<file path="config.mk">
export PLATFORM = sky130hd
export DESIGN_NAME = mmio_register_responder
export DESIGN_NICKNAME = d
export VERILOG_FILES = /design/src/rtl/mmio_register_responder_pkg.sv /design/src/rtl/mmio_register_responder_parity.sv /design/src/rtl/mmio_register_responder.sv
export SDC_FILE = /design/constraint.sdc
export NUM_CORES = 1
export LEC_CHECK = 0
export ABC_AREA = 0
export BUFFER_PORTS_ARGS = -buffer_cell sky130_fd_sc_hd__buf_4
export CAP_MARGIN = 30
export CORE_AREA = 2 2 185 187
export DETAILED_ROUTE_END_ITERATION = 6
export DIE_AREA = 0 0 187 189
export PLACE_DENSITY = 0.71
export SETUP_SLACK_MARGIN = 0.2
export SLEW_MARGIN = 20
export SYNTH_ARGS = -nofsm -noshare
export SYNTH_HDL_FRONTEND = slang
export SYNTH_SLANG_ARGS = --single-unit
</file>
<file path="constraint.sdc">
create_clock -name clock -period 5.6 [get_ports clock]
set_clock_uncertainty 0.05 [all_clocks]
set_input_delay 0.84 -clock clock [delete_from_list [all_inputs] [get_ports clock]]
set_output_delay 0.84 -clock clock [all_outputs]
set_load 0.1 [all_outputs]
</file>
<file path="src/rtl/mmio_register_responder_pkg.sv">
// -----------------------------------------------------------------------------
// mmio_register_responder_pkg
//   Shared types and constants for the AFU-side PSL MMIO responder.
//   - CAPI request/response bundles (MMIOInterfaceInput / MMIOInterfaceOutput)
//   - responder FSM state encoding (mmio_state_t)
//   - AFU MMIO register word addresses and ERROR_REG bit positions
//   - small decode helpers shared by the responder logic
//
// Bit numbering: the PSL documents its buses big-endian ([0:63], bit 0 is the
// MSB). Inside the RTL every vector is declared [N-1:0], so PSL bit n lives at
// index (N-1-n). psl_bit() performs that conversion for the error positions.
// -----------------------------------------------------------------------------
package mmio_register_responder_pkg;

    localparam int unsigned ADDR_W = 24;   // ha_mmad width (word address)
    localparam int unsigned DATA_W = 64;   // ha_mmdata / ah_mmdata width

    // Captured host request.
    typedef struct packed {
        logic              valid;
        logic              cfg;
        logic              rnw;
        logic              dw;
        logic [ADDR_W-1:0] addr;
        logic [DATA_W-1:0] data;
        logic              datapar;
    } MMIOInterfaceInput;

    // Response driven back to the PSL.
    typedef struct packed {
        logic              ack;
        logic [DATA_W-1:0] data;
        logic              datapar;
    } MMIOInterfaceOutput;

    typedef enum logic [1:0] {
        IDLE   = 2'd0,
        DECODE = 2'd1,
        ACK    = 2'd2
    } mmio_state_t;

    // Result of the address decode.
    typedef enum logic [2:0] {
        SEL_NONE         = 3'd0,
        SEL_ALGO_STATUS  = 3'd1,
        SEL_ALGO_REQUEST = 3'd2,
        SEL_ERROR_REG    = 3'd3,
        SEL_AFU_STATUS   = 3'd4,
        SEL_ALGO_RUNNING = 3'd5
    } reg_sel_t;

    // Doubleword-aligned word addresses of the AFU registers.
    localparam logic [ADDR_W-1:0] ADDR_ALGO_STATUS  = 24'h00_0000;
    localparam logic [ADDR_W-1:0] ADDR_ALGO_REQUEST = 24'h00_0002;
    localparam logic [ADDR_W-1:0] ADDR_ERROR_REG    = 24'h00_0004;
    localparam logic [ADDR_W-1:0] ADDR_AFU_STATUS   = 24'h00_0006;
    localparam logic [ADDR_W-1:0] ADDR_ALGO_RUNNING = 24'h00_0008;

    // ERROR_REG bit positions in PSL (big-endian) numbering.
    localparam int unsigned ERR_BIT_PROTOCOL = 62;
    localparam int unsigned ERR_BIT_PARITY   = 63;

    // PSL big-endian bit number -> little-endian vector index.
    function automatic int unsigned psl_bit(input int unsigned n);
        return DATA_W - 1 - n;
    endfunction

    localparam logic [DATA_W-1:0] ERR_MASK_PROTOCOL = DATA_W'(1) << psl_bit(ERR_BIT_PROTOCOL);
    localparam logic [DATA_W-1:0] ERR_MASK_PARITY   = DATA_W'(1) << psl_bit(ERR_BIT_PARITY);

    // Address decode. A doubleword access with the low word-address bit set
    // (PSL ad[23]) is misaligned and decodes to nothing.
    function automatic reg_sel_t decode_reg(input logic [ADDR_W-1:0] addr, input logic dw);
        reg_sel_t          sel;
        logic [ADDR_W-1:0] dw_addr;
        sel     = SEL_NONE;
        dw_addr = {addr[ADDR_W-1:1], 1'b0};
        if (!(dw && addr[0])) begin
            case (dw_addr)
                ADDR_ALGO_STATUS:  sel = SEL_ALGO_STATUS;
                ADDR_ALGO_REQUEST: sel = SEL_ALGO_REQUEST;
                ADDR_ERROR_REG:    sel = SEL_ERROR_REG;
                ADDR_AFU_STATUS:   sel = SEL_AFU_STATUS;
                ADDR_ALGO_RUNNING: sel = SEL_ALGO_RUNNING;
                default:           sel = SEL_NONE;
            endcase
        end
        return sel;
    endfunction

    // Bits touched by a write: all of them for a doubleword, otherwise the
    // addressed 32-bit half. lo_half (PSL ad[23]=1) selects PSL bits [32:63],
    // which are the numerically low bits of the vector.
    function automatic logic [DATA_W-1:0] half_mask(input logic dw, input logic lo_half);
        logic [DATA_W-1:0] mask;
        if (dw) begin
            mask = '1;
        end else if (lo_half) begin
            mask = {{(DATA_W/2){1'b0}}, {(DATA_W/2){1'b1}}};
        end else begin
            mask = {{(DATA_W/2){1'b1}}, {(DATA_W/2){1'b0}}};
        end
        return mask;
    endfunction

endpackage

</file>
<file path="src/rtl/mmio_register_responder_parity.sv">
// -----------------------------------------------------------------------------
// mmio_parity
//   Odd-parity helper for the PSL MMIO data buses.
//   Ports:
//     check_data / check_par  in   word and parity bit to verify
//     check_ok                out  1 when data plus parity has an odd number of 1s
//     gen_data                in   word to protect
//     gen_par                 out  parity bit making gen_data odd parity
// -----------------------------------------------------------------------------
module mmio_parity #(
    parameter int WIDTH = 64
) (
    input  logic [WIDTH-1:0] check_data,
    input  logic             check_par,
    output logic             check_ok,
    input  logic [WIDTH-1:0] gen_data,
    output logic             gen_par
);

    assign check_ok = ^{check_data, check_par};
    assign gen_par  = ~^gen_data;

endmodule

</file>
<file path="src/rtl/mmio_register_responder.sv">
// -----------------------------------------------------------------------------
// mmio_register_responder
//   AFU-side responder for PSL MMIO requests. One request is in flight at a
//   time: the request is captured in cycle T, decoded in T+1 (read sources
//   sampled here) and acknowledged in T+2. Every request is acked.
//
//   Ports:
//     clock, rstn          AFU clock, asynchronous active-low reset
//     ha_mm*               PSL MMIO request (valid pulse, cfg, rnw, dw,
//                          word address, write data, odd data parity)
//     ah_mmack/data/par    response; data and parity are only non-zero in
//                          the ack cycle
//     algo_status_in,
//     afu_status_in,
//     algo_running_in      read-only register sources
//     error_in             error set bits, OR-ed into ERROR_REG every cycle
//     algo_request_out     held ALGO_REQUEST value (write-only to the host)
//     algo_request_valid   one-cycle pulse with the ack of an accepted
//                          ALGO_REQUEST write
//
//   PSL bit n maps to vector index (63-n): PSL ad[23] is ha_mmad[0], PSL data
//   bits [0:31] are [63:32]; ERROR_REG bit 63 is index 0, bit 62 is index 1.
// -----------------------------------------------------------------------------
module mmio_register_responder
    import mmio_register_responder_pkg::*;
#(
    parameter int MMIO_ADDR_WIDTH = 24,
    parameter int MMIO_DATA_WIDTH = 64
) (
    input  logic                       clock,
    input  logic                       rstn,

    input  logic                       ha_mmval,
    input  logic                       ha_mmcfg,
    input  logic                       ha_mmrnw,
    input  logic                       ha_mmdw,
    input  logic [MMIO_ADDR_WIDTH-1:0] ha_mmad,
    input  logic [MMIO_DATA_WIDTH-1:0] ha_mmdata,
    input  logic                       ha_mmdatapar,

    output logic                       ah_mmack,
    output logic [MMIO_DATA_WIDTH-1:0] ah_mmdata,
    output logic                       ah_mmdatapar,

    input  logic [MMIO_DATA_WIDTH-1:0] algo_status_in,
    input  logic [MMIO_DATA_WIDTH-1:0] afu_status_in,
    input  logic [MMIO_DATA_WIDTH-1:0] algo_running_in,
    input  logic [MMIO_DATA_WIDTH-1:0] error_in,

    output logic [MMIO_DATA_WIDTH-1:0] algo_request_out,
    output logic                       algo_request_valid
);

    mmio_state_t        state;
    mmio_state_t        state_next;
    MMIOInterfaceInput  req_q;
    MMIOInterfaceOutput rsp_q;

    logic [DATA_W-1:0]   algo_request_q;
    logic                algo_request_valid_q;
    logic [DATA_W-1:0]   error_q;

    reg_sel_t            sel;
    logic                in_decode;
    logic                is_write;
    logic                wr_par_ok;
    logic                wr_accept;
    logic                algo_wr;
    logic                par_err;
    logic                proto_err;
    logic [DATA_W-1:0]   wr_mask;
    logic [DATA_W-1:0]   err_clr;
    logic [DATA_W-1:0]   err_set;
    logic [DATA_W-1:0]   rd_full;
    logic [DATA_W/2-1:0] rd_half;
    logic [DATA_W-1:0]   rsp_data;
    logic                rsp_par;

    // ---------------------------------------------------------------- FSM
    // NOTE: clocked state uses non-blocking assignments so every flop samples
    // the pre-edge value of every other flop, independent of block order.
    always_ff @(posedge clock or negedge rstn) begin
        if (!rstn) begin
            state <= IDLE;
        end else begin
            state <= state_next;
        end
    end

    // NOTE: every combinational output gets a default before any branch, so
    // no path leaves a value unassigned and no latch is inferred.
    always_comb begin
        state_next = state;
        case (state)
            IDLE:    if (ha_mmval) state_next = DECODE;
            DECODE:  state_next = ACK;
            ACK:     state_next = IDLE;
            default: state_next = IDLE;
        endcase
    end

    // ------------------------------------------------------ request capture
    // Only a request arriving in IDLE is captured; one arriving later is a
    // protocol violation and never disturbs the transaction in flight.
    // NOTE: the captured request is reset as well even though the FSM gates
    // its use, so an asynchronous reset leaves no stale valid behind.
    always_ff @(posedge clock or negedge rstn) begin
        if (!rstn) begin
            req_q <= '0;
        end else if (state == IDLE && ha_mmval) begin
            req_q <= '{valid:   1'b1,
                       cfg:     ha_mmcfg,
                       rnw:     ha_mmrnw,
                       dw:      ha_mmdw,
                       addr:    ha_mmad,
                       data:    ha_mmdata,
                       datapar: ha_mmdatapar};
        end else if (state == ACK) begin
            req_q.valid <= 1'b0;
        end
    end

    // -------------------------------------------------------------- parity
    mmio_parity #(.WIDTH(DATA_W)) u_parity (
        .check_data (req_q.data),
        .check_par  (req_q.datapar),
        .check_ok   (wr_par_ok),
        .gen_data   (rsp_data),
        .gen_par    (rsp_par)
    );

    // -------------------------------------------------------------- decode
    always_comb begin
        sel       = decode_reg(req_q.addr, req_q.dw);
        in_decode = (state == DECODE) && req_q.valid;
        is_write  = !req_q.rnw;
        wr_mask   = half_mask(req_q.dw, req_q.addr[0]);

        // Config-space writes and writes with bad parity change nothing.
        wr_accept = in_decode && is_write && wr_par_ok && !req_q.cfg;
        algo_wr   = wr_accept && (sel == SEL_ALGO_REQUEST);
        err_clr   = (wr_accept && (sel == SEL_ERROR_REG)) ? (req_q.data & wr_mask) : '0;

        par_err   = in_decode && is_write && !wr_par_ok;
        proto_err = ha_mmval && (state != IDLE);
        err_set   = error_in
                  | (par_err   ? ERR_MASK_PARITY   : '0)
                  | (proto_err ? ERR_MASK_PROTOCOL : '0);

        // ALGO_REQUEST is write-only and reads back as zero like any
        // unmapped address.
        rd_full = '0;
        case (sel)
            SEL_ALGO_STATUS:  rd_full = algo_status_in;
            SEL_ERROR_REG:    rd_full = error_q;
            SEL_AFU_STATUS:   rd_full = afu_status_in;
            SEL_ALGO_RUNNING: rd_full = algo_running_in;
            default:          rd_full = '0;
        endcase
        if (req_q.cfg) begin
            rd_full = '0;
        end

        // Word reads return the addressed half on both lanes.
        rd_half  = req_q.addr[0] ? rd_full[DATA_W/2-1:0] : rd_full[DATA_W-1:DATA_W/2];
        rsp_data = '0;
        if (req_q.rnw) begin
            rsp_data = req_q.dw ? rd_full : {rd_half, rd_half};
        end
    end

    // ----------------------------------------------------------- registers
    always_ff @(posedge clock or negedge rstn) begin
        if (!rstn) begin
            error_q              <= '0;
            algo_request_q       <= '0;
            algo_request_valid_q <= 1'b0;
            rsp_q                <= '0;
        end else begin
            // Clear first, then set, so a same-cycle set wins.
            error_q              <= (error_q & ~err_clr) | err_set;
            algo_request_valid_q <= algo_wr;
            if (algo_wr) begin
                algo_request_q <= (algo_request_q & ~wr_mask) | (req_q.data & wr_mask);
            end
            // Response is presented in the ACK cycle and zero otherwise;
            // a write acks with data 0, whose odd parity is 1.
            rsp_q.ack     <= in_decode;
            rsp_q.data    <= in_decode ? rsp_data : '0;
            rsp_q.datapar <= in_decode && rsp_par;
        end
    end

    assign ah_mmack           = rsp_q.ack;
    assign ah_mmdata          = rsp_q.data;
    assign ah_mmdatapar       = rsp_q.datapar;
    assign algo_request_out   = algo_request_q;
    assign algo_request_valid = algo_request_valid_q;

endmodule
</file>
# Word level (Yosys, flattened, before mapping)
# Index checks and enable logic that the tools add are counted.
# W data, S select, Z words.
[word_totals] elab_cells=72 out_inout_bits=131 ff_bits=290
[classes] n_bitwise=9 reduce_logical=20 n_mux=17 n_eq_ne=12
[op_table] cell="$mux W64" n=7
[op_table] cell="$pmux W64 S4" n=1
[op_table] cell="$and A64 B64 Y64" n=3
[op_table] cell="$not A64 Y64" n=2
[op_table] cell="$or A64 B64 Y64" n=2
[op_table] cell="$reduce_xor A65 Y1" n=1
[op_table] cell="$or A64 B1 Y64" n=1
[op_table] cell="$or A64 B2 Y64" n=1
[op_table] cell="$reduce_xnor A64 Y1" n=1
[op_table] cell="$eq A23 B2 Y1 const B" n=2
[op_table] cell="$mux W32" n=1
[op_table] cell="$eq A23 B1 Y1 const B" n=1
[op_table] cell="$eq A23 B3 Y1 const B" n=1
[op_table] cell="$logic_not A23 Y1" n=1
[op_table] cell="$pmux W3 S5" n=1
[op_table] cell="$logic_and A1 B1 Y1" n=11
[op_table] cell="$eq A3 B2 Y1 const B" n=2
[op_table] cell="$eq A3 B3 Y1 const B" n=2
[op_table] cell="$mux W2" n=2
[op_table] cell="$pmux W2 S2" n=1
[op_table] cell="$reduce_bool A2 Y1" n=2
[op_table] cell="$eq A3 B1 Y1 const B" n=1
[op_table] cell="$logic_not A1 Y1" n=3
[op_table] cell="$mux W1" n=3
[op_table] cell="other kinds (5)" n=5

# Longest topological paths before layout
# Gate-level depths: netlist of the first run.
[depth] word_depth=11 ltp_mapped=18 ltp_nobuf=12

# Hierarchy
# A second synthesis of the first run with hierarchy kept.
[hier_totals] hier_cells=1537 area_unflattened_um2=15990.3
[modules_own_cells] mod="mmio_register_responder" cells_per_inst=1411 seq_area_each_um2=7257.0 area_each_um2=14873.0 instances=1
[modules_own_cells] mod="mmio_parity" cells_per_inst=126 seq_area_each_um2=0.0 area_each_um2=1117.3 instances=1

# Worst setup path after synthesis of the first run
# No wires, ideal clock.
[synth_timing] path_kind="reg2reg" startpoint="reg req_q[66] in the netlist's numbering" endpoint="reg rsp_q, in the netlist ah_mmdatapar" path_stages_with_launch=15 arrival_ns=3.660 setup_ns=0.119 slack_ns=1.771 period_less_slack_ns=3.829 required_ns=5.431 path_cell_list="dfrtp_1 buf_6 nor4_2 nand4_2 or2_0 buf_2 a2bb2oi_1 a221oi_2 xnor2_1 xnor3_1 xnor3_1 xnor3_1 xnor3_1 xnor3_1 and2_1"
[synth_between] elab_chain_cells=11 elab_cells_between_ends=18
[synth_lines] element="start: declaration" line_no="mmio_register_responder.sv:56" text="MMIOInterfaceInput req_q;"
[synth_lines] element="start signal: assignment" line_no="mmio_register_responder.sv:111" text="req_q <= '{valid: 1'b1,"
[synth_lines] element="$eq A23 B3 Y1 (tied with other cells)" line_no="mmio_register_responder_pkg.sv:79" text="case (dw_addr)"
[synth_lines] element="$pmux W3 S5 *" line_no="mmio_register_responder_pkg.sv:79"
[synth_lines] element="$mux W3 *" line_no="mmio_register_responder_pkg.sv:78" text="if (!(dw && addr[0])) begin"
[synth_lines] element="$eq A3 B3 Y1 (tied with other cells)" line_no="mmio_register_responder.sv:153" text="case (sel)"
[synth_lines] element="$pmux W64 S4 *" line_no="mmio_register_responder.sv:153"
[synth_lines] element="$mux W64 *" line_no="mmio_register_responder.sv:160" text="if (req_q.cfg) begin"
[synth_lines] element="$mux W32" line_no="mmio_register_responder.sv:165" text="rd_half = req_q.addr[0] ? rd_full[DATA_W/2-1:0] : rd_full[DATA_W-1:DATA_W/2];"
[synth_lines] element="$mux W64 *" line_no="mmio_register_responder.sv:168" text="rsp_data = req_q.dw ? rd_full : {rd_half, rd_half};"
[synth_lines] element="$mux W64 *" line_no="mmio_register_responder.sv:167" text="if (req_q.rnw) begin"
[synth_lines] element="$reduce_xnor A64 Y1 *" line_no="mmio_register_responder_parity.sv:21" text="assign gen_par = ~^gen_data;"
[synth_lines] element="$logic_and A1 B1 Y1 *" line_no="mmio_register_responder.sv:190" text="rsp_q.datapar <= in_decode && rsp_par;"
[synth_lines] element="end: declaration" line_no="mmio_register_responder.sv:57" text="MMIOInterfaceOutput rsp_q;"
# Mark *: on every way between the ends. The rest lies on a longest branch, timed or not.
# A chain may end at the register's enable or synchronous reset.

# Worst setup path after layout of the first run
[layout_timing] startpoint="reg req_q[83] in the netlist's numbering" endpoint="reg rsp_q, in the netlist ah_mmdatapar"
# Same word-level chain as after synthesis.

==> results of run 1 <==
[layout make-up]
cell class                      count  area [um2]  area share
Sequential cell                   290        7260       0.371
Clock inverter                     16         214      0.0109
Inverter                            8        30.0     0.00154
Multi-Input combinational cell    860        6760       0.345
Timing Repair Buffer              510        3880       0.198
Antenna cell                        7        17.5    0.000896
Clock buffer                       39         846      0.0432
Tap cell                          448         561      0.0287
[critical path, cell delays in order (launching register included)]
cell	delay, ps
dfrtp_1	380
nor3_1	520
nand4_2	320
nor3_4	550
buf_4	310
a22oi_1	140
a221oi_2	320
xnor2_1	190
xnor3_1	270
xnor3_1	220
xnor3_1	400
xnor3_1	390
xnor3_1	380
and2_1	160
[cell usage after synthesis (all sizes together), types with 25 or more instances]
library cell  instances
dfrtp               290
mux2                176
nand2               102
xnor2                96
nor2                 91
a21o                 66
a21oi                55
a222oi               45
and2                 41
buf                  39
clkbuf               39
xor2                 25
[layout by cell type (no fill, tap or decap), types with 25 or more instances in the layout]
master / n
clkbuf_16: 31
xor2_1: 25
nor2_1: 87
a222oi_1: 45
xnor2_1: 96
dfrtp_1: 290
a21oi_1: 54
mux2_2: 176
buf_4: 505
a21o_1: 66
and2_1: 37
nand2_1: 101
[metrics by stage]
stage	cell area [um2]	power (mW)	utilization	setup slack, ps
global route	19600	6.84	0.588	672
floorplan	14400	3.77	-	1770
CTS	19500	6.61	0.587	903
global placement	18400	4.44	0.554	1010
finish	19600	6.60	0.588	893
detailed placement	18500	4.46	0.555	907
[per-layer routing]
| metal | up-vias | GRT usage | wire (um) |
|---|---|---|---|
| li1 | 5385 | - | - |
| met1 | 6133 | 0.425 | 23500 |
| met2 | 626 | 0.534 | 27700 |
| met3 | 116 | 0.0721 | 4990 |
| met4 | 4 | 0.135 | 2570 |
| met5 | - | 0 | 31 |
[cells by family (layout without fill, tap and decap cells)]
group	count (synthesis)	after routing	share of synthesized area
xor+xnor	127	127	0.0832
other cells	0	7	0
buf+inv	86	573	0.0285
simple gates	288	288	0.0970
mux	190	190	0.148
flops	290	290	0.505
compound gates	255	255	0.138
[power groups by stage]
stage	clock, mW	combinational (mW)	sequential, mW
floorplan	0	1.30	2.47
global placement	0	1.88	2.56
detailed placement	0	1.89	2.57
CTS	2.18	1.90	2.53
global route	2.26	2.02	2.56
finish	2.15	1.91	2.54
[worst paths after layout]
kind | from | end | slack (ps) | depth (start not counted)
max in group asynchronous | rstn | ah_mmdata[24] | 4050 | 2
worst min-delay path | rstn | asynchronous set/reset pin | 150 | 1
worst min register to register | error_q[62] | error_q[62] | 440 | 1
worst max register to register | req_q[83] | ah_mmdatapar | 890 | 13
min in group clock | error_in[25] | error_q[25] | 400 | 2
worst max-delay path | req_q[83] | ah_mmdatapar | 890 | 13
==> key figures, run 1 <==
Status
  – Status: finished, violations left
  – Failing checks: DRC

Clocking
  – TritonCTS clock tree: built
  – Cells resized by post-CTS repair: 0
  – Clock Latency Late Sink: around 560 ps
  – CTS clock-pin slew for the worst setup and hold paths: around 70 ps
  – CTS Hold Bufs: 0
  – Post-CTS repair timing setup buffer count: 0
  – Sink Count: slightly below 300
  – Max Root-Sink Buffers: 3
  – Htree depth: 1
  – Cts bufs inserted: 31
  – Root Buffer: clkbuf_16

Power and ir drop
  – Internal cell power: about 4.5 mW
  – Worst-case vdd ir drop: between 0.0002 and 0.00025 V
  – Sw Pwr: between 2 and 2.5 mW
  – Comb pwr share: 0.289
  – Power Dens Cells: 337 mW/mm2
  – Clock power frac: 0.326
  – Flop pwr share: 0.385
  – Net Sw Frac: 0.317
  – P_leak: 8.86 nW

Cells and area
  – Final nets: slightly above 2000
  – Area Growth Syn to Fin: 36.2%
  – Proportion of layout cells with a drive suffix above 1: 0.447
  – Fillcell total: approximately 2800
  – Non-Filler Instances: ~2200

Route
  – DRC viols: 2
  – DR iter-0 viols: between 1000 and 1500
  – DRT Wirelength: 58800 um
  – Pre-antenna DRT Iters: 7
  – Antenna viol nets, final: 0
  – DR vias: about 12000
  – Vias per cell: approximately 5.6
  – Per-cell routed wire length: about 27 um

Synth
  – Flops & latches, synth: a little under 300
  – Most used DFF post-synth: dfrtp_1
  – Synth area leader: dfrtp_1
  – Synth area leaders: dfrtp_1 (51%), mux2_2 (14%), xnor2_1 (5.9%)
  – Top cell type's share of synthesized area: 0.505
  – Syn_area_per_cell: 11.6 um2
  – Syn Inst Count: between 1000 and 1500
  – Synth Cell Area: 0.0144 mm2
  – YS warnings: 0
  – Synth cell types: 65
  – Post-synth EDFFs: 0
  – Syn_nets: between 1500 and 2000
  – Sequential share of the synthesized area: 0.505
  – Asr flop ratio synth: 1.00

Die
  – Starting Density: 0.432
  – Die area: approximately 0.035 mm2
  – DIE HEIGHT: ~190 um
  – CORE AREA: 0.0333 mm2
  – Die W: approximately 190 um
  – FP Rows: 67
  – IO Count: 482

Placed design
  – PortBufs: slightly below 500
  – DP Wirelength: 46700 um
  – DP Cell Count: approximately 2100
  – RePlAce Congestion: approximately 0.97

STA
  – Final hold vios: 0
  – Worst hold margin: between 100 and 150 ps
  – Slew Limit Fails: 0
  – Final Critical Period: around 4700 ps
  – Least-Margin Pin Slew: 983 ps
  – Slew HR: 0.345
  – Final Cycle Share: 0.840
  – Max Freq: about 0.21 GHz
  – RSZ-0062 raised after global routing: no
  – Setup TNS: 0 ps
  – # setup viols final: 0

Flow run
  – Max-Cap Viols: 0

Worst setup path
  – WS Path Type: reg -> reg
  – Worst setup SP type: flip-flop
  – Req. time, crit path: approximately 6000 ps
  – Crit path max fanout: 15
  – CP Capture Type: flip-flop
  – Critical Path AT: between 5000 and 6000 ps

Worst hold path
  – Worst hold path type: in -> async

Global route
  – GRT Residual Overflow: 0
  – All-layer global routing usage: 0.328
  – Vias in the first global route: approximately 13000
  – Initial antenna violation count: 9
  – Largest net degree at the start of global routing: roughly 170
  – Global-route wire length before repair: 85000 um
No activity file was read; power rests on OpenSTA's default activity.
==> run 2: changes to the inputs <==
Settings changed: ABC_AREA 0 to 1, CORE_AREA 2 2 185 187 to default, CORE_UTILIZATION from default to 48, DIE_AREA 0 0 187 189 to default, PLACE_DENSITY 0.71 to 0.79.
Clock period 5.6 ns to 4.3 ns, I/O delays scaled along.
==> key figures, run 2 <==
Worst setup path
  – CP Capture Type: flip-flop
  – Crit path max fanout: 18 (+3)
  – Buffers & Inverters on Critical Path: 4 (+3)
  – Worst setup SP type: flip-flop
  – R2R cell count: 27 (+14)
  – Critical Path AT: 4200 ps (-910 ps)
  – Critical path's most frequent cell: nand2_1
  – Top delay family on crit path: simple AND/OR/NAND/NOR gates
  – Req. time, crit path: 4680 ps (-1320 ps)
  – Slowest stage cell, crit path: dfrtp_1
  – R2r setup slk: 480 ps (-420 ps)
  – Crit. path cell count: 27 (+14)
  – WS Path Type: reg -> reg
  – Max stage delay on crit path: 380 ps (-170 ps)

Cells and area
  – Proportion of layout cells with a drive suffix above 1: 0.235 (-0.212)
  – Most common cell after layout, fill and taps aside: nand2_1
  – Final nets: 3206 (+56%)
  – Most frequent cells in the layout: nand2_1 (957), buf_4 (527), dfrtp_1 (290)
  – Non-Filler Instances: 3333 (+53%)
  – Area Growth Syn to Fin: 33.0%
  – Fillcell total: 2944 (+4.0%)

Synth
  – Syn_nets: 2740 (+73%)
  – Synth area leaders: dfrtp_1 (43%), nand2_1 (22%), inv_1 (5.7%)
  – Most numerous cell in the Yosys netlist: nand2_1
  – Synth area leader: dfrtp_1
  – Sequential share of the synthesized area: 0.434 (-0.0713)
  – Flops & latches, synth: 290 (unchanged)
  – Synth cell types: 34 (-48%)
  – Asr flop ratio synth: 1.00 (unchanged)
  – Syn Inst Count: 2389 (+93%)
  – Synth Cell Area: 0.0167 mm2 (+16%)
  – Post-synth EDFFs: 0 (unchanged)
  – Syn_area_per_cell: 7.00 um2 (-40%)
  – Commonest cells in the netlist: nand2_1 (959), dfrtp_1 (290), inv_1 (253)
  – Most used DFF post-synth: dfrtp_1
  – YS warnings: 0 (unchanged)
  – Top cell type's share of synthesized area: 0.434 (-0.0713)

STA
  – Max Freq: 0.261 GHz (+23%)
  – Slew Limit Fails: 0 (unchanged)
  – Least-Margin Pin Slew: 827 ps (-157 ps)
  – Final Cycle Share: 0.889 (+0.0490)
  – RSZ-0062 raised after global routing: no
  – # setup viols final: 0 (unchanged)
  – Final Critical Period: 3820 ps (-882 ps)
  – Setup TNS: 0 ps (unchanged)
  – Slew HR: 0.449 (+0.104)
  – Final hold vios: 0 (unchanged)

Flow run
  – Max-Cap Viols: 0 (unchanged)

Power and ir drop
  – Internal cell power: 6.17 mW (+37%)
  – Net Sw Frac: 0.383 (+0.0654)
  – Sw Pwr: 3.82 mW (+83%)
  – Power Dens Cells: 449 mW/mm2 (+33%)
  – Flop pwr share: 0.314 (-0.071)
  – Clock power frac: 0.310 (-0.016)
  – Comb pwr share: 0.376 (+0.087)
  – Worst-case vdd ir drop: 0.000354 V (+54%)
  – P_leak: 11.8 nW (+33%)

Route
  – Antenna viol nets, final: 0 (unchanged)
  – DRT Wirelength: 71100 um (+21%)
  – DRC viols: 0 (-2)
  – Per-cell routed wire length: 21.3 um (-21%)
  – Vias per cell: 5.48 (-2.7%)
  – DR vias: 18300 (+49%)
  – Pre-antenna DRT Iters: 6 (-1)
  – DR iter-0 viols: 1902 (+78%)

Placed design
  – DP Wirelength: 54800 um (+17%)
  – RePlAce Congestion: 1.02 (+5.1%)
  – DP Cell Count: 3256 (+54%)
  – PortBufs: 481 (unchanged)

Clocking
  – CTS Hold Bufs: 0 (unchanged)
  – Cts bufs inserted: 34 (+9.7%)
  – CTS clock-pin slew for the worst setup and hold paths: 70 ps (about the same)
  – Root Buffer: clkbuf_16
  – Htree depth: 2 (+1)
  – Clock Latency Late Sink: 530 ps (-30 ps)
  – TritonCTS clock tree: built
  – Max Root-Sink Buffers: 3 (unchanged)
  – Sink Count: 290 (unchanged)

Global route
  – Largest net degree at the start of global routing: 110 (-35%)
  – Initial antenna violation count: 4 (-5)
  – Global-route wire length before repair: 105000 um (+24%)
  – All-layer global routing usage: 0.394 (+0.0667)
  – GRT Residual Overflow: 0 (unchanged)
  – Vias in the first global route: 17500 (+38%)

Die
  – IO Count: 482 (unchanged)
  – DIE HEIGHT: 189 um (-0.19%)
  – Die W: 189 um (+0.88%)
  – Starting Density: 0.494 (+0.0622)
  – CORE AREA: 0.0339 mm2 (+1.8%)
  – FP Rows: 67 (unchanged)
  – Die area: 0.0356 mm2 (+0.70%)

Status
  – Status: complete, no violations

Worst hold path
  – Worst hold path type: in -> async
==> run 2: cell count changes after synthesis, moves of 45 or more <==
cell / before / now
a222oi_1: 45 / 0
inv_1: 8 / 253
nand4_1: 1 / 54
o21ai_0: 5 / 137
a21o_1: 66 / 0
nand3_1: 11 / 135
nor2_1: 90 / 194
mux2_2: 176 / 0
o31ai_1: 0 / 57
nand2_1: 101 / 959
==> run 2: per-layer routing <==
metal	global-route usage	up-vias	part of all wire
met3	0.0821	210	0.098
met4	0.204	0	0.057
met1	0.512	8581	0.39
li1	-	8348	-
met5	0	-	0
met2	0.621	1121	0.46
==> run 2: repair_timing <==
action | 4_1_cts | 5_1_grt
setup endpoints to repair | 1 | 1
buffers inserted | 0 | 10
resized for setup | 1 | 4
gates cloned | 0 | 1
pin swaps | 0 | 6
==> run 2: kinds of logic after synthesis <==
| logic type | share of synthesized area |
|---|---|
| buffers and inverters | 0.0954 |
| XOR/XNOR | 0.0403 |
| flip-flops | 0.434 |
| AND/OR/NAND/NOR | 0.347 |
| AO/OA/AOI/OAI | 0.0834 |
==> run 2: layout make-up <==
class                   count  area [um2]  area share
clock inverters            19         250      0.0112
well taps                 448         561      0.0252
multi-input cells        1711        7930       0.357
flip-flops and latches    290        7260       0.326
inverters                 276        1040      0.0467
diodes                      4        10.0    0.000450
clock buffers              43         946      0.0425
repair buffers            542        4250       0.191
==> run 2: power by group through the flow <==
stage               sequential [mW]  clock (mW)  combinational, mW
finish                         3.14        3.10               3.75
detailed placement             3.18           0               3.69
global route                   3.16        3.22               4.07
CTS                            3.14        3.11               3.71
global placement               3.17           0               3.65
floorplan                      3.33           0               2.37
==> run 2: path summary, 6_finish.rpt <==
| kind | from | to |
|---|---|---|
| max | req_q[70] | ah_mmdatapar |
| min | rstn | req_q[18] |
| max reg2reg | req_q[70] | ah_mmdatapar |
| min reg2reg | req_q[86] | req_q[86] |
| max in group asynchronous | rstn | ah_mmdata[55] |
| min in group clock | error_in[58] | error_q[58] |
==> run 2: metrics by stage <==
stage	util	worst slack (ps)	hold WS (ps)	cell area (um2)	power, mW
5_1_grt	0.657	178	201	22200	10.4
2_1_floorplan	-	1460	299	16700	5.71
6_report	0.657	475	118	22200	9.99
3_5_place_dp	0.617	100	416	20900	6.87
3_3_place_gp	0.617	120	415	20900	6.81
4_1_cts	0.653	292	164	22100	9.96
==> run 3: changes to the inputs <==
Settings changed: MAX_ROUTING_LAYER from default to met4, REMOVE_ABC_BUFFERS from default to 1.
==> key figures, run 3 (synthesis gave the netlist of run 2 again) <==
Cells and area
  – Proportion of layout cells with a drive suffix above 1: 0.231 (-0.00446)
  – Fillcell total: 3010 (+2.2%)
  – Most frequent cells in the layout: nand2_1 (957), buf_4 (512), dfrtp_1 (290)
  – Final Util: 0.652 (-0.00432)
  – Final nets: 3190 (-0.50%)
  – Design area: 0.0221 mm2 (-0.66%)
  – Non-Filler Instances: 3319 (-0.42%)
  – Area Growth Syn to Fin: 32.1%
  – Most common cell after layout, fill and taps aside: nand2_1

Worst setup path
  – Critical path's most frequent cell: nand2_1
  – Critical Path AT: 4160 ps (-40 ps)
  – Req. time, crit path: 4690 ps (about the same)
  – Buffers & Inverters on Critical Path: 5 (+1)
  – Crit path max fanout: 19 (+1)
  – Max stage delay on crit path: 410 ps (+30 ps)
  – CP Capture Type: flip-flop
  – Worst setup SP type: flip-flop
  – Top delay family on crit path: simple AND/OR/NAND/NOR gates
  – WS Path Type: reg -> reg
  – Slowest stage cell, crit path: dfrtp_1

Clocking
  – Cts bufs inserted: 34 (unchanged)
  – Max Root-Sink Buffers: 3 (unchanged)
  – TritonCTS clock tree: built
  – Clock Latency Late Sink: 540 ps (about the same)
  – CTS clock-pin slew for the worst setup and hold paths: 70 ps (about the same)
  – CTS Hold Bufs: 0 (unchanged)
  – Sink Count: 290 (unchanged)
  – Htree depth: 2 (unchanged)
  – Root Buffer: clkbuf_16

Route
  – DRT Wirelength: 71200 um (about the same)
  – Antenna viol nets, final: 0 (unchanged)
  – Per-cell routed wire length: 21.5 um (+0.51%)
  – DR vias: 18300 (unchanged)
  – DRC viols: 3 (+3)
  – Pre-antenna DRT Iters: 7 (+1)
  – DR iter-0 viols: 1861 (-2.2%)
  – Vias per cell: 5.50 (+0.42%)

Global route
  – All-layer global routing usage: 0.409 (+0.0150)
  – GRT Residual Overflow: 0 (unchanged)
  – Global-route wire length before repair: 106000 um (+1.2%)
  – Vias in the first global route: 17400 (-0.62%)
  – Initial antenna violation count: 8 (+4)
  – Largest net degree at the start of global routing: 113 (+2.7%)

STA
  – Final Critical Period: 3770 ps (-54.9 ps)
  – Setup TNS: 0 ps (unchanged)
  – Worst hold margin: 70.8 ps (-47.5 ps)
  – Least-Margin Pin Slew: 830 ps (+2.99 ps)
  – Slew HR: 0.447 (-0.00199)
  – RSZ-0062 raised after global routing: no
  – Slew Limit Fails: 0 (unchanged)
  – Final hold vios: 0 (unchanged)
  – Final Cycle Share: 0.877 (-0.0128)
  – Max Freq: 0.265 GHz (+1.5%)
  – # setup viols final: 0 (unchanged)

Die
  – Die area: 0.0356 mm2 (unchanged)
  – FP Rows: 67 (unchanged)
  – Die W: 189 um (unchanged)
  – CORE AREA: 0.0339 mm2 (unchanged)
  – Starting Density: 0.494 (unchanged)
  – DIE HEIGHT: 189 um (unchanged)
  – IO Count: 482 (unchanged)

Placed design
  – PortBufs: 481 (unchanged)
  – RePlAce Congestion: 1.02 (+0.11%)
  – DP Wirelength: 54000 um (-1.6%)
  – Area post-placement: 0.0208 mm2 (-0.61%)
  – DP Cell Count: 3244 (-0.37%)

Status
  – Failing checks: DRC
  – Status: finished, violations left

Power and ir drop
  – P_leak: 11.7 nW (-0.77%)
  – Worst-case vdd ir drop: 0.000442 V (+25%)
  – Power Dens Cells: 451 mW/mm2 (+0.46%)

Worst hold path
  – Worst hold path type: in -> async

Flow run
  – Max-Cap Viols: 0 (unchanged)
[run 3: changes by cell type in the layout (fill, tap and decap cells not counted), sizes merged]
cell | previous run | this run
clkbuf | 44 | 40
buf | 541 | 526
clkinv | 21 | 18
clkinvlp | 0 | 2
inv | 269 | 271
diode | 4 | 8
[run 3: through the flow]
stage               power (mW)  setup WS (ps)
finish                    9.97            530
CTS                       9.93            497
detailed placement        6.83            471
floorplan                 5.68          -2300
global placement          6.76            521
global route              10.5            194
[run 3: cell type report]
class | instances | area, um2 | area share
Sequential cell | 290 | 7260 | 0.328
Tap cell | 448 | 561 | 0.0254
Inverter | 276 | 1040 | 0.0470
Timing Repair Buffer | 526 | 4080 | 0.185
Multi-Input combinational cell | 1711 | 7950 | 0.360
Antenna cell | 8 | 20.0 | 0.000906
Clock buffer | 40 | 903 | 0.0409
Clock inverter | 20 | 288 | 0.0130
[run 3: report_power, final]
part | internal [mW] | switching [mW]
sequential | 2.97 | 0.173
combinational | 1.29 | 2.43
clock | 1.84 | 1.27
total | 6.10 | 3.87
[run 3: metal layers]
metal	vias to the layer above	part of all wire	global-route usage
met3	200	0.093	0.0698
met4	0	0.056	0.206
met1	8696	0.41	0.540
met2	1032	0.44	0.607
li1	8332	-	-
met5	-	0	-
[run 3: path summary, 6_finish.rpt]
check                           cells past startpoint          from  slack, ps            to
max in group asynchronous                           2          rstn       3060   error_q[33]
worst min register to register                      2     req_q[76]        430     req_q[76]
min in group clock                                  3  error_in[50]        240   error_q[50]
worst max-delay path                               31     req_q[68]        530  ah_mmdatapar
worst min-delay path                                1          rstn         70     req_q[78]
worst max register to register                     31     req_q[68]        530  ah_mmdatapar
[run 3: what timing repair did]
action | CTS | global route
gates resized for setup | 0 | 10
setup endpoints to repair | 0 | 1
buffers inserted | 0 | 7
